--- src/rtl/rv32i_pkg.sv ---
// Shared RV32I decode encodings and the ID/EX stage bundle used by the pipeline registers.
// Holds the RF_sel/ALU_op encodings, the bubble constant and a helper that builds a bubble.
package rv32i_pkg;

  localparam int XLEN = 32;

  localparam logic [2:0] RF_SEL_ALU     = 3'b000;
  localparam logic [2:0] RF_SEL_UIMM    = 3'b010;
  localparam logic [2:0] RF_SEL_PC4     = 3'b011;
  localparam logic [2:0] RF_SEL_PC_UIMM = 3'b100;
  localparam logic [2:0] RF_SEL_ZERO    = 3'b101;
  localparam logic [2:0] RF_SEL_ONES    = 3'b110;

  localparam logic [2:0] BUBBLE_RF_SEL  = RF_SEL_ZERO;

  typedef enum logic [3:0] {
    ALU_ADD  = 4'd0,
    ALU_SUB  = 4'd1,
    ALU_SLL  = 4'd2,
    ALU_SLT  = 4'd3,
    ALU_SLTU = 4'd4,
    ALU_XOR  = 4'd5,
    ALU_SRL  = 4'd6,
    ALU_SRA  = 4'd7,
    ALU_OR   = 4'd8,
    ALU_AND  = 4'd9
  } alu_op_e;

  typedef struct packed {
    logic            valid;
    logic [XLEN-1:0] pc;
    logic [XLEN-1:0] pc_4;
    logic [XLEN-1:0] u_imm;
    logic [XLEN-1:0] rs1_data;
    logic [XLEN-1:0] rs2_data;
    logic [4:0]      rs1;
    logic [4:0]      rs2;
    logic [4:0]      rd;
    logic [2:0]      rf_sel;
    logic [3:0]      alu_op;
    logic            we_reg;
    logic            we_mem;
    logic            is_load;
  } idex_t;

  // Bubble: no side effects and no register indices, so nothing downstream can match it.
  function automatic idex_t idex_bubble();
    idex_t b;
    b        = '0;
    b.rf_sel = BUBBLE_RF_SEL;
    return b;
  endfunction

endpackage

--- src/rtl/sat_counter.sv ---
// Saturating event counter: counts enabled cycles, holds at all-ones, sync active-high reset.
// One cycle from i_inc to o_cnt; o_cnt is a pure register output.
module sat_counter #(
  parameter int WIDTH = 32
) (
  input  logic             clk,
  input  logic             rst,
  input  logic             i_inc,
  output logic [WIDTH-1:0] o_cnt
);

  logic [WIDTH-1:0] r_cnt;

  always_ff @(posedge clk) begin
    if (rst) begin
      r_cnt <= '0;
    end else if (i_inc && (r_cnt != {WIDTH{1'b1}})) begin
      r_cnt <= r_cnt + {{(WIDTH-1){1'b0}}, 1'b1};
    end
  end

  assign o_cnt = r_cnt;

endmodule

--- src/rtl/id_ex_pipe.sv ---
// ID/EX pipeline register: one-cycle copy of decode outputs, bubble on flush/stall/invalid.
// Flush outranks stall; stall and flush events are tallied by saturating counters.
module id_ex_pipe
  import rv32i_pkg::*;
(
  input  logic        clk,
  input  logic        rst,
  input  logic        stall,
  input  logic        flush,
  input  logic        valid_ID,
  input  logic [31:0] PC_ID,
  input  logic [31:0] PC_4_ID,
  input  logic [31:0] U_imm_ID,
  input  logic [31:0] rs1_data_ID,
  input  logic [31:0] rs2_data_ID,
  input  logic [4:0]  rs1_ID,
  input  logic [4:0]  rs2_ID,
  input  logic [4:0]  rd_ID,
  input  logic [2:0]  RF_sel_ID,
  input  logic [3:0]  ALU_op_ID,
  input  logic        we_reg_ID,
  input  logic        we_mem_ID,
  input  logic        is_load_ID,
  output logic        valid_EX,
  output logic [31:0] PC_EX,
  output logic [31:0] PC_4_EX,
  output logic [31:0] U_imm_EX,
  output logic [31:0] rs1_data_EX,
  output logic [31:0] rs2_data_EX,
  output logic [4:0]  rs1_EX,
  output logic [4:0]  rs2_EX,
  output logic [4:0]  rd_EX,
  output logic [2:0]  RF_sel_EX,
  output logic [3:0]  ALU_op_EX,
  output logic        we_reg_EX,
  output logic        we_mem_EX,
  output logic        is_load_EX,
  output logic [31:0] stall_cnt,
  output logic [31:0] flush_cnt
);

  idex_t r_ex;
  idex_t w_id;
  logic  w_bubble;
  logic  w_stall_inc;

  always_comb begin
    w_id          = '0;
    w_id.valid    = 1'b1;
    w_id.pc       = PC_ID;
    w_id.pc_4     = PC_4_ID;
    w_id.u_imm    = U_imm_ID;
    w_id.rs1_data = rs1_data_ID;
    w_id.rs2_data = rs2_data_ID;
    w_id.rs1      = rs1_ID;
    w_id.rs2      = rs2_ID;
    w_id.rd       = rd_ID;
    w_id.rf_sel   = RF_sel_ID;
    w_id.alu_op   = ALU_op_ID;
    w_id.we_reg   = we_reg_ID;
    w_id.we_mem   = we_mem_ID;
    w_id.is_load  = is_load_ID;
  end

  assign w_bubble = flush || stall || !valid_ID;

  // Reset state and bubble state are the same value.
  always_ff @(posedge clk) begin
    if (rst || w_bubble) begin
      r_ex <= idex_bubble();
    end else begin
      r_ex <= w_id;
    end
  end

  assign valid_EX    = r_ex.valid;
  assign PC_EX       = r_ex.pc;
  assign PC_4_EX     = r_ex.pc_4;
  assign U_imm_EX    = r_ex.u_imm;
  assign rs1_data_EX = r_ex.rs1_data;
  assign rs2_data_EX = r_ex.rs2_data;
  assign rs1_EX      = r_ex.rs1;
  assign rs2_EX      = r_ex.rs2;
  assign rd_EX       = r_ex.rd;
  assign RF_sel_EX   = r_ex.rf_sel;
  assign ALU_op_EX   = r_ex.alu_op;
  assign we_reg_EX   = r_ex.we_reg;
  assign we_mem_EX   = r_ex.we_mem;
  assign is_load_EX  = r_ex.is_load;

  // A stall hidden behind a simultaneous flush is not a stall event.
  assign w_stall_inc = stall && !flush;

  sat_counter #(.WIDTH(32)) u_stall_cnt (
    .clk   (clk),
    .rst   (rst),
    .i_inc (w_stall_inc),
    .o_cnt (stall_cnt)
  );

  sat_counter #(.WIDTH(32)) u_flush_cnt (
    .clk   (clk),
    .rst   (rst),
    .i_inc (flush),
    .o_cnt (flush_cnt)
  );

endmodule

--- config.mk ---
export PLATFORM = sky130hd
export DESIGN_NAME = id_ex_pipe
export DESIGN_NICKNAME = d
export VERILOG_FILES = /design/src/rtl/rv32i_pkg.sv /design/src/rtl/sat_counter.sv /design/src/rtl/id_ex_pipe.sv
export SDC_FILE = /design/constraint.sdc
export NUM_CORES = 1
export LEC_CHECK = 0
export CAP_MARGIN = 20
export CORE_AREA = 4 4 169 171
export DETAILED_ROUTE_END_ITERATION = 7
export DIE_AREA = 0 0 173 175
export HOLD_SLACK_MARGIN = 0.05
export PLACE_DENSITY = 0.65
export RECOVER_POWER = 25
export SYNTH_ARGS = -nofsm -noshare
export SYNTH_HDL_FRONTEND = slang
export SYNTH_HIERARCHICAL = 1
export SYNTH_SLANG_ARGS = --single-unit
--- constraint.sdc ---
create_clock -name clk -period 5.8 [get_ports clk]
set_clock_uncertainty 0.2 [all_clocks]
set_input_delay 0.87 -clock clk [delete_from_list [all_inputs] [get_ports clk]]
set_output_delay 0.87 -clock clk [all_outputs]
set_load 0.05 [all_outputs]
* Word level (Yosys, flattened, before mapping)
Cells that the tools add are included.
** Word-level totals
- Register bits after elaboration :: 250
** Cells by class
- Add/subtract/negate cells :: 2
- Equal/unequal tests :: 2
- Multiplexer cells :: 1
- Reduce and logical (&&, ||, !) cells :: 8
** Operator list (number)
- $mux 186 :: 1
- $add 32x1->32 const B :: 2
- $ne 32x32->1 const B :: 2
- $logic_and 1x1->1 :: 3
- $logic_or 1x1->1 :: 3
- $logic_not 1->1 :: 2

* Logic depth before layout (Yosys ltp)
Gate-level depths: netlist (run 1).
- Depth after elaboration :: 4
- Gate-level depth with buffers :: 8

* By module
Netlist (run 1), hierarchy kept.
** Modules (own cells, without submodules)
- id_ex_pipe :: instances 1, cells each 393, area each 5006.1 um2, seq. area each 3723.6 um2
- sat_counter :: instances 2, cells each 199, area each 1674.1 um2, seq. area each 640.6 um2

* Worst setup path before layout (run 1)
OpenSTA, ideal clock, no wires.
- Path type :: in2reg
- From :: in stall
- To :: reg u_stall_cnt.r_cnt[31] (netlist: u_stall_cnt/o_cnt[31])
- Setup time :: 0.121 ns
- Arrival time :: 2.645 ns
- Data required time :: 5.479 ns
- Slack :: 2.834 ns
- Stages on the path :: 6
- Buffers on the path :: 0
- Cells stage by stage :: nor2b_1 > nand4_1 > nor4_2 > nand4_1 > nor4_1 > mux2_2
** On the way
- Cells in the longest elaborated chain, start to end :: 2
** Ends and longest elaborated chain
- from (decl) :: RTL line id_ex_pipe.sv:8 : input logic stall,
- $logic_and 1x1->1 :: RTL line id_ex_pipe.sv:92 : assign w_stall_inc = stall && !flush;
- $logic_and 1x1->1 :: RTL line sat_counter.sv:17 : end else if (i_inc && (r_cnt != {WIDTH{1'b1}})) begin
- to (signal assigned) :: RTL line sat_counter.sv:18 : r_cnt <= r_cnt + {{(WIDTH-1){1'b0}}, 1'b1};
- to (decl) :: RTL line sat_counter.sv:12 : logic [WIDTH-1:0] r_cnt;
No other way between the ends.
A chain may end at the register's enable or synchronous reset.

* Final worst setup path (run 1)
- From :: in flush
- To :: reg r_ex, in the netlist rs2_data_EX[3]
** On the way
- Cells in the longest elaborated chain, start to end :: 3
** Ends and longest elaborated chain
- from (decl) :: RTL line id_ex_pipe.sv:9 : input logic flush,
- $logic_or 1x1->1 (2 in a row) :: RTL line id_ex_pipe.sv:65 : assign w_bubble = flush || stall || !valid_ID;
- $logic_or 1x1->1 :: RTL line id_ex_pipe.sv:69 : if (rst || w_bubble) begin
- to (signal assigned) :: RTL line id_ex_pipe.sv:70 : r_ex <= idex_bubble();
- to (signal assigned) :: RTL line id_ex_pipe.sv:72 : r_ex <= w_id;
- to (decl) :: RTL line id_ex_pipe.sv:42 : idex_t r_ex;
No other way between the ends.

==> flow_summary_export.csv, run 1 <==
group,metric,value,unit
sta,clock.fmax,227,MHz
critical_path,reg2reg_slack,2.60,ns
clock_network,ctsHoldBuffers,0,
synth,syn_avg_cell_area,10.6,um^2
floorplan,io_pins,440,
worst_hold_path,worstHoldEndpoint,"u_flush_cnt/o_cnt[15]",
floorplan,dieWidth,173,um
synth,synth_cell_types,40,
critical_path,worst-setup-path-type,"primary input to register",
sta,relSlewSlack,-103,%
floorplan,core_area,0.0269,mm^2
sta,worst_pin_slew,3.04,ns
critical_path,end_kind,"register",
outcome,outcome,"finished, violations left",
synth,synth-seq-cells,250,
route,firstDrtPassIters,4,
sta,fin_crit,4.40,ns
synth,netlist_area,0.00835,mm^2
final_layout,syn2layout_area_growth,66.0,%
synth,synth.top_cell.area_share,59.9,%
global_route,grt_usage,18.1,%
clock_network,clk_latency,0.53,ns
critical_path,r2r_cells,5,
place,routabilityCongestion,0.814,
final_layout,layout_common_cells,"437 x clkdlybuf4s50_1, 250 x dfxtp_1, 143 x and2_1",
synth,seq_area_frac_synth,59.9,%
synth,synth_top_family_by_area,"simple AND/OR/NAND/NOR gates",
critical_path,reg2reg_from,"u_flush_cnt/o_cnt[21]",
synth,synth_top_cell_by_area,"dfxtp_1",
synth,synth_nets,983,
clock_network,cts_resized,0,
clock_network,root_buffer,"clkbuf_16",
clock_network,clock-sinks,250,
global_route,overflow,0,
global_route,grt_pass1_vias,7259,
clock_network,numCtsBuffers,28,
synth,synth_xor_area_share,1.47,%
worst_hold_path,min_from,"u_flush_cnt/o_cnt[15]",
power,p_leak,0.00494,uW
global_route,antenna_found_initial,1,
power,totalPowerFinal,3760,uW
route,vias,7225,
power,power.density,271,mW/mm^2
sta,post-route-period-util,75.9,%
synth,synth-simple-area-share,27.6,%
worst_hold_path,hold_class,"register to register",
place,place_area,0.0130,mm^2
floorplan,die_area,0.0303,mm^2
outcome,violations,"capacitance limit, slew limit",
place,io_buffers,439,
final_layout,mostFrequentLayoutCell,"clkdlybuf4s50_1",
global_route,grt_pass1_wl,43600,um
flow_run,cap_violations,2,
sta,setup-tns-final,0,ns
sta,setup-violations-final,0,
route,viasPerCell,4.56,
synth,synthTopCellsByArea,"dfxtp_1 60%, and2_1 14%, a21oi_1 2.6%",
synth,synth_compound_area_share,7.55,%
global_route,grt_start_max_net_pins,99,
clock_network,clkTransAtPathRegs,0.06,ns
clock_network,cts_htree_levels,1,
floorplan,fp-row-count,60,
critical_path,reg2reg_to,"u_flush_cnt/o_cnt[4]",
sta,hold_viol_final,0,
final_layout,final_net_count,1417,
route,ant_nets,0,
clock_network,post_cts_buffers,0,
synth,yosysWarnings,6,
critical_path,cp-start-kind,"primary input",
final_layout,final_cell_area,0.0139,mm^2
final_layout,drive_gt1_share,4.83,%
route,initialDrtViolationCount,383,
power,vdd_drop_max,0.184,mV
route,drc,0,
place,hpwl,22500,um
clock_network,cts_tree,"yes",
floorplan,die-height,175,um
critical_path,cp.arrival,4.64,ns
critical_path,cp_max_fo,88,
route,avgRoutedWirePerCell,18.4,um
floorplan,start_util,31.1,%
sta,rsz0062_at_grt,"false",
synth,synth_fa_ha_area_share,0.300,%
synth,synthCells,791,
clock_network,clk_path_buf_depth,3,
worst_hold_path,hold_depth,2,
synth,synthMuxAreaShare,0.779,%
sta,slew_violations,89,
critical_path,cp.required,6.04,ns
route,routed_wl,29200,um
## through the flow
| stage | hold WS, ns | setup WS, ns | cells | utilization [%] |
|---|---|---|---|---|
| finish | 0.303 | 1.40 | 1584 | 51.6 |
| global route | 0.324 | 1.03 | 1584 | 51.6 |
| CTS | 0.305 | 2.26 | 1581 | 51.8 |
| detailed placement | 0.294 | 1.69 | 1534 | 48.5 |
| global placement | 0.281 | 1.79 | 1534 | 48.5 |
| floorplan | 0.516 | 2.83 | 791 | - |
## registers in the layout, indices dropped and copies added (netlist names), 32 cells and up
name	cells
u_flush_cnt/o_cnt	32
u_stall_cnt/o_cnt	32
rs2_data_EX	32
PC_EX	32
PC_4_EX	32
rs1_data_EX	32
U_imm_EX	32
## layout make-up
class | count | area (um^2)
repair buffers | 446 | 4430
inverters | 4 | 15.0
clock inverters | 5 | 53.8
clock buffers | 42 | 835
fillers | 2426 | 13000
diodes | 1 | 2.50
multi-input cells | 495 | 3100
well taps | 341 | 427
flip-flops and latches | 250 | 5000
## critical path: stages
cell	delay, ns
dlygate4sd3_1	0.64
nor4b_1	0.46
clkbuf_1	2.16
and2_1	0.42
## cells by family after synthesis
| group | Yosys count |
|---|---|
| XOR/XNOR | 14 |
| flip-flops | 250 |
| AND/OR/NAND/NOR | 375 |
| buffers and inverters | 46 |
| AO/OA/AOI/OAI | 98 |
| adder cells (fa/ha/maj) | 2 |
| multiplexers | 6 |
## worst max-delay path by stage
stage | from | endpoint | slack (ns) | cells past startpoint
after floorplan | stall | u_stall_cnt/o_cnt[31] | 2.83 | 6
after global placement | flush | u_stall_cnt/o_cnt[31] | 1.79 | 7
after detailed placement | flush | u_stall_cnt/o_cnt[31] | 1.69 | 7
after CTS | flush | u_stall_cnt/o_cnt[31] | 2.26 | 7
after global routing | flush | rs2_data_EX[3] | 1.03 | 4
final | flush | rs2_data_EX[3] | 1.40 | 4
## layer usage
| layer | vias to the layer above | wire [um] | GRT usage (%) |
|---|---|---|---|
| li1 | 3600 | - | - |
| met1 | 3304 | 11000 | 20.1 |
| met2 | 291 | 15100 | 33.2 |
| met3 | 30 | 2540 | 6.53 |
| met4 | 0 | 515 | 4.39 |
| met5 | - | 0 | 0 |
## where the power goes
| part | leakage, uW | internal [uW] | switching (uW) |
|---|---|---|---|
| Sequential | 0.00202 | 1740 | 9.73 |
| Combinational | 0.00248 | 162 | 137 |
| Clock | 0.000439 | 1030 | 679 |
| Total | 0.00494 | 2930 | 826 |
## synthesized netlist by cell type (all sizes together)
master	number
and3	8
a31oi	2
dfxtp	250
o41ai	2
nor3	4
inv	4
o21ai	16
and2	185
nor4b	1
nor2	28
or3	22
nor4	10
a31o	2
a21oi	44
nand2b	4
and4	8
xnor2	12
nor2b	5
o31ai	24
or2	2
xor2	2
nor3b	4
nand4	20
ha	2
a21o	2
mux2	4
mux2i	2
nand2	20
a211oi	2
clkbuf	20
or4	24
buf	22
nand3	28
or3b	2
a2111oi	4
No activity file was read; power rests on OpenSTA's default activity.
==> run 2: changes to the inputs <==
PLACE_DENSITY = 0.68   (was 0.65)
clock period = 3.9 ns   (was 5.8 ns; I/O delays follow)
==> run 2 against run 1 <==
  * The run still ends with capacitance limit, slew limit left
  * Cell count up 0.32%
  * Worst setup slack worse by 0.75 ns
  * Combinational power up 50%
  * Global-route usage down 0.14 points
  * Clock-buffer cell count is 4 lower
  * First-iteration DRC count increased by 0.52%
  * Core utilization grew 0.31 points
  * Sequential power grew 49%
  * Critical path type unchanged
  * Largest power group unchanged
==> flow_summary_export.csv, run 2 (synthesis gave the netlist of run 1 again) <==
group,metric,value,unit
outcome,outcome,"finished, violations left",
outcome,violations,"capacitance limit, slew limit",
critical_path,cp_cell_sequence,"dlygate4sd3_1, clkbuf_1, nor4b_1, clkbuf_2, and2_1",
critical_path,cp-start-kind,"primary input",
floorplan,start_util,31.1,%
clock_network,clock-sinks,250,
route,viasPerCell,4.64,
critical_path,crit_start,"flush",
clock_network,clkTransAtPathRegs,0.06,ns
clock_network,numCtsBuffers,27,
clock_network,clk_path_buf_depth,3,
sta,fin_crit,3.25,ns
route,avgRoutedWirePerCell,18.5,um
sta,setup-tns-final,0,ns
floorplan,die_area,0.0303,mm^2
sta,rsz0062_at_grt,"false",
sta,hold_viol_final,0,
critical_path,reg2reg_to,"u_stall_cnt/o_cnt[30]",
global_route,overflow,0,
final_layout,final_net_count,1421,
flow_run,cap_violations,1,
final_layout,multiInputGateArea,0.00315,mm^2
global_route,grt_usage,18.0,%
final_layout,mostFrequentLayoutCell,"clkdlybuf4s50_1",
critical_path,path_buf_inv,3,
sta,relSlewSlack,-13.1,%
clock_network,clk_latency,0.54,ns
place,routabilityCongestion,0.853,
critical_path,cp_max_fo,104,
place,hpwl,22900,um
global_route,antenna_found_initial,1,
clock_network,cts_tree,"yes",
sta,clock.fmax,308,MHz
place,io_buffers,439,
sta,setup-violations-final,0,
global_route,grt_pass1_wl,42900,um
critical_path,reg2reg_slack,1.33,ns
critical_path,critical-path-top-delay-family,"buffers and inverters",
floorplan,die-height,175,um
critical_path,crit_path_end,"U_imm_EX[13]",
clock_network,cts_htree_levels,1,
floorplan,core_area,0.0269,mm^2
clock_network,post_cts_buffers,0,
place,place_area,0.0131,mm^2
critical_path,worst-setup-path-type,"primary input to register",
clock_network,cts_resized,0,
critical_path,reg2reg_from,"u_stall_cnt/o_cnt[1]",
final_layout,nFillCells,2422,
critical_path,end_kind,"register",
power,p_leak,0.00502,uW
final_layout,drive_gt1_share,5.93,%
route,drc,0,
final_layout,final_cell_area,0.0140,mm^2
floorplan,io_pins,440,
floorplan,fp-row-count,60,
route,routed_wl,29400,um
critical_path,cp.arrival,3.50,ns
global_route,grt_start_max_net_pins,105,
power,power.density,400,mW/mm^2
power,vdd_drop_max,0.349,mV
worst_hold_path,hold_class,"register to register",
critical_path,worstSetupPathDepth,5,
route,initialDrtViolationCount,385,
sta,worst_pin_slew,1.70,ns
worst_hold_path,hold_depth,2,
sta,post-route-period-util,83.4,%
clock_network,ctsHoldBuffers,0,
route,ant_nets,0,
critical_path,crit_slowest_cell,"clkbuf_2",
final_layout,syn2layout_area_growth,67.0,%
critical_path,cp.required,4.15,ns
global_route,grt_pass1_vias,7178,
route,firstDrtPassIters,4,
final_layout,layout_common_cells,"437 x clkdlybuf4s50_1, 250 x dfxtp_1, 162 x and2_1",
sta,slew_violations,105,
floorplan,dieWidth,173,um
final_layout,num_antenna_cells,0,
clock_network,root_buffer,"clkbuf_16",
route,vias,7374,
critical_path,r2r_cells,6,
critical_path,slowest_delay,1.26,ns
final_layout,regArea,0.00500,mm^2
==> run 2: changes by cell type in the layout (fill, tap and decap cells not counted), sizes merged <==
| cell | change |
|---|---|
| clkinvlp | +1 |
| inv | +1 |
| diode | -1 |
| clkbuf | -3 |
| clkinv | +3 |
| buf | +4 |
==> run 2: cell type report <==
type | instances | share of cell area, %
well taps | 341 | 3.06
clock inverters | 10 | 0.690
repair buffers | 451 | 32.0
inverters | 4 | 0.108
clock buffers | 38 | 5.71
flip-flops and latches | 250 | 35.9
multi-input cells | 495 | 22.6
==> run 2: worst reg2reg max path: stages, from the launching register on <==
cell     delay (ns)
dfxtp_1        0.45
ha_1           0.26
and3_1         0.20
nand3_1        0.31
or3_4          0.47
or4_1          0.47
a21oi_1        0.14
==> run 2: power breakdown <==
| group | internal, uW | total, uW | leakage (uW) | switching [uW] |
|---|---|---|---|---|
| logic | 242 | 448 | 0.00255 | 206 |
| clock network | 1490 | 2530 | 0.000445 | 1040 |
| registers | 2590 | 2600 | 0.00202 | 15.2 |
==> run 2: layer usage <==
layer  GRT usage, %  vias to the layer above  part of all wire, %
met1           20.5                     3441                   40
li1               -                     3588                    -
met4           4.69                        0                  2.1
met5              0                        -                    0
met3           6.58                       45                  9.4
met2           32.0                      300                   49
==> run 2: per-stage QoR <==
step / worst slack (ns) / utilization (%) / hold slack [ns] / power, uW / std cells
after floorplan: 1.18 / - / 0.486 / 2840 / 791
after global placement: 0.505 / 48.7 / 0.280 / 3110 / 1541
after detailed placement: 0.418 / 48.7 / 0.298 / 3120 / 1541
after CTS: 0.918 / 52.1 / 0.308 / 5660 / 1589
after global routing: 0.385 / 51.9 / 0.323 / 5780 / 1589
final: 0.648 / 51.9 / 0.309 / 5580 / 1589
==> run 2: worst min-delay path by stage <==
stage                     slack [ns]               endpoint             startpoint
after CTS                       0.31  u_flush_cnt/o_cnt[15]  u_flush_cnt/o_cnt[15]
after detailed placement        0.30  u_flush_cnt/o_cnt[15]  u_flush_cnt/o_cnt[15]
after floorplan                 0.49           RF_sel_EX[0]           RF_sel_ID[0]
after global placement          0.28  u_flush_cnt/o_cnt[15]  u_flush_cnt/o_cnt[15]
final                           0.31  u_flush_cnt/o_cnt[23]  u_flush_cnt/o_cnt[23]
after global routing            0.32  u_flush_cnt/o_cnt[15]  u_flush_cnt/o_cnt[15]
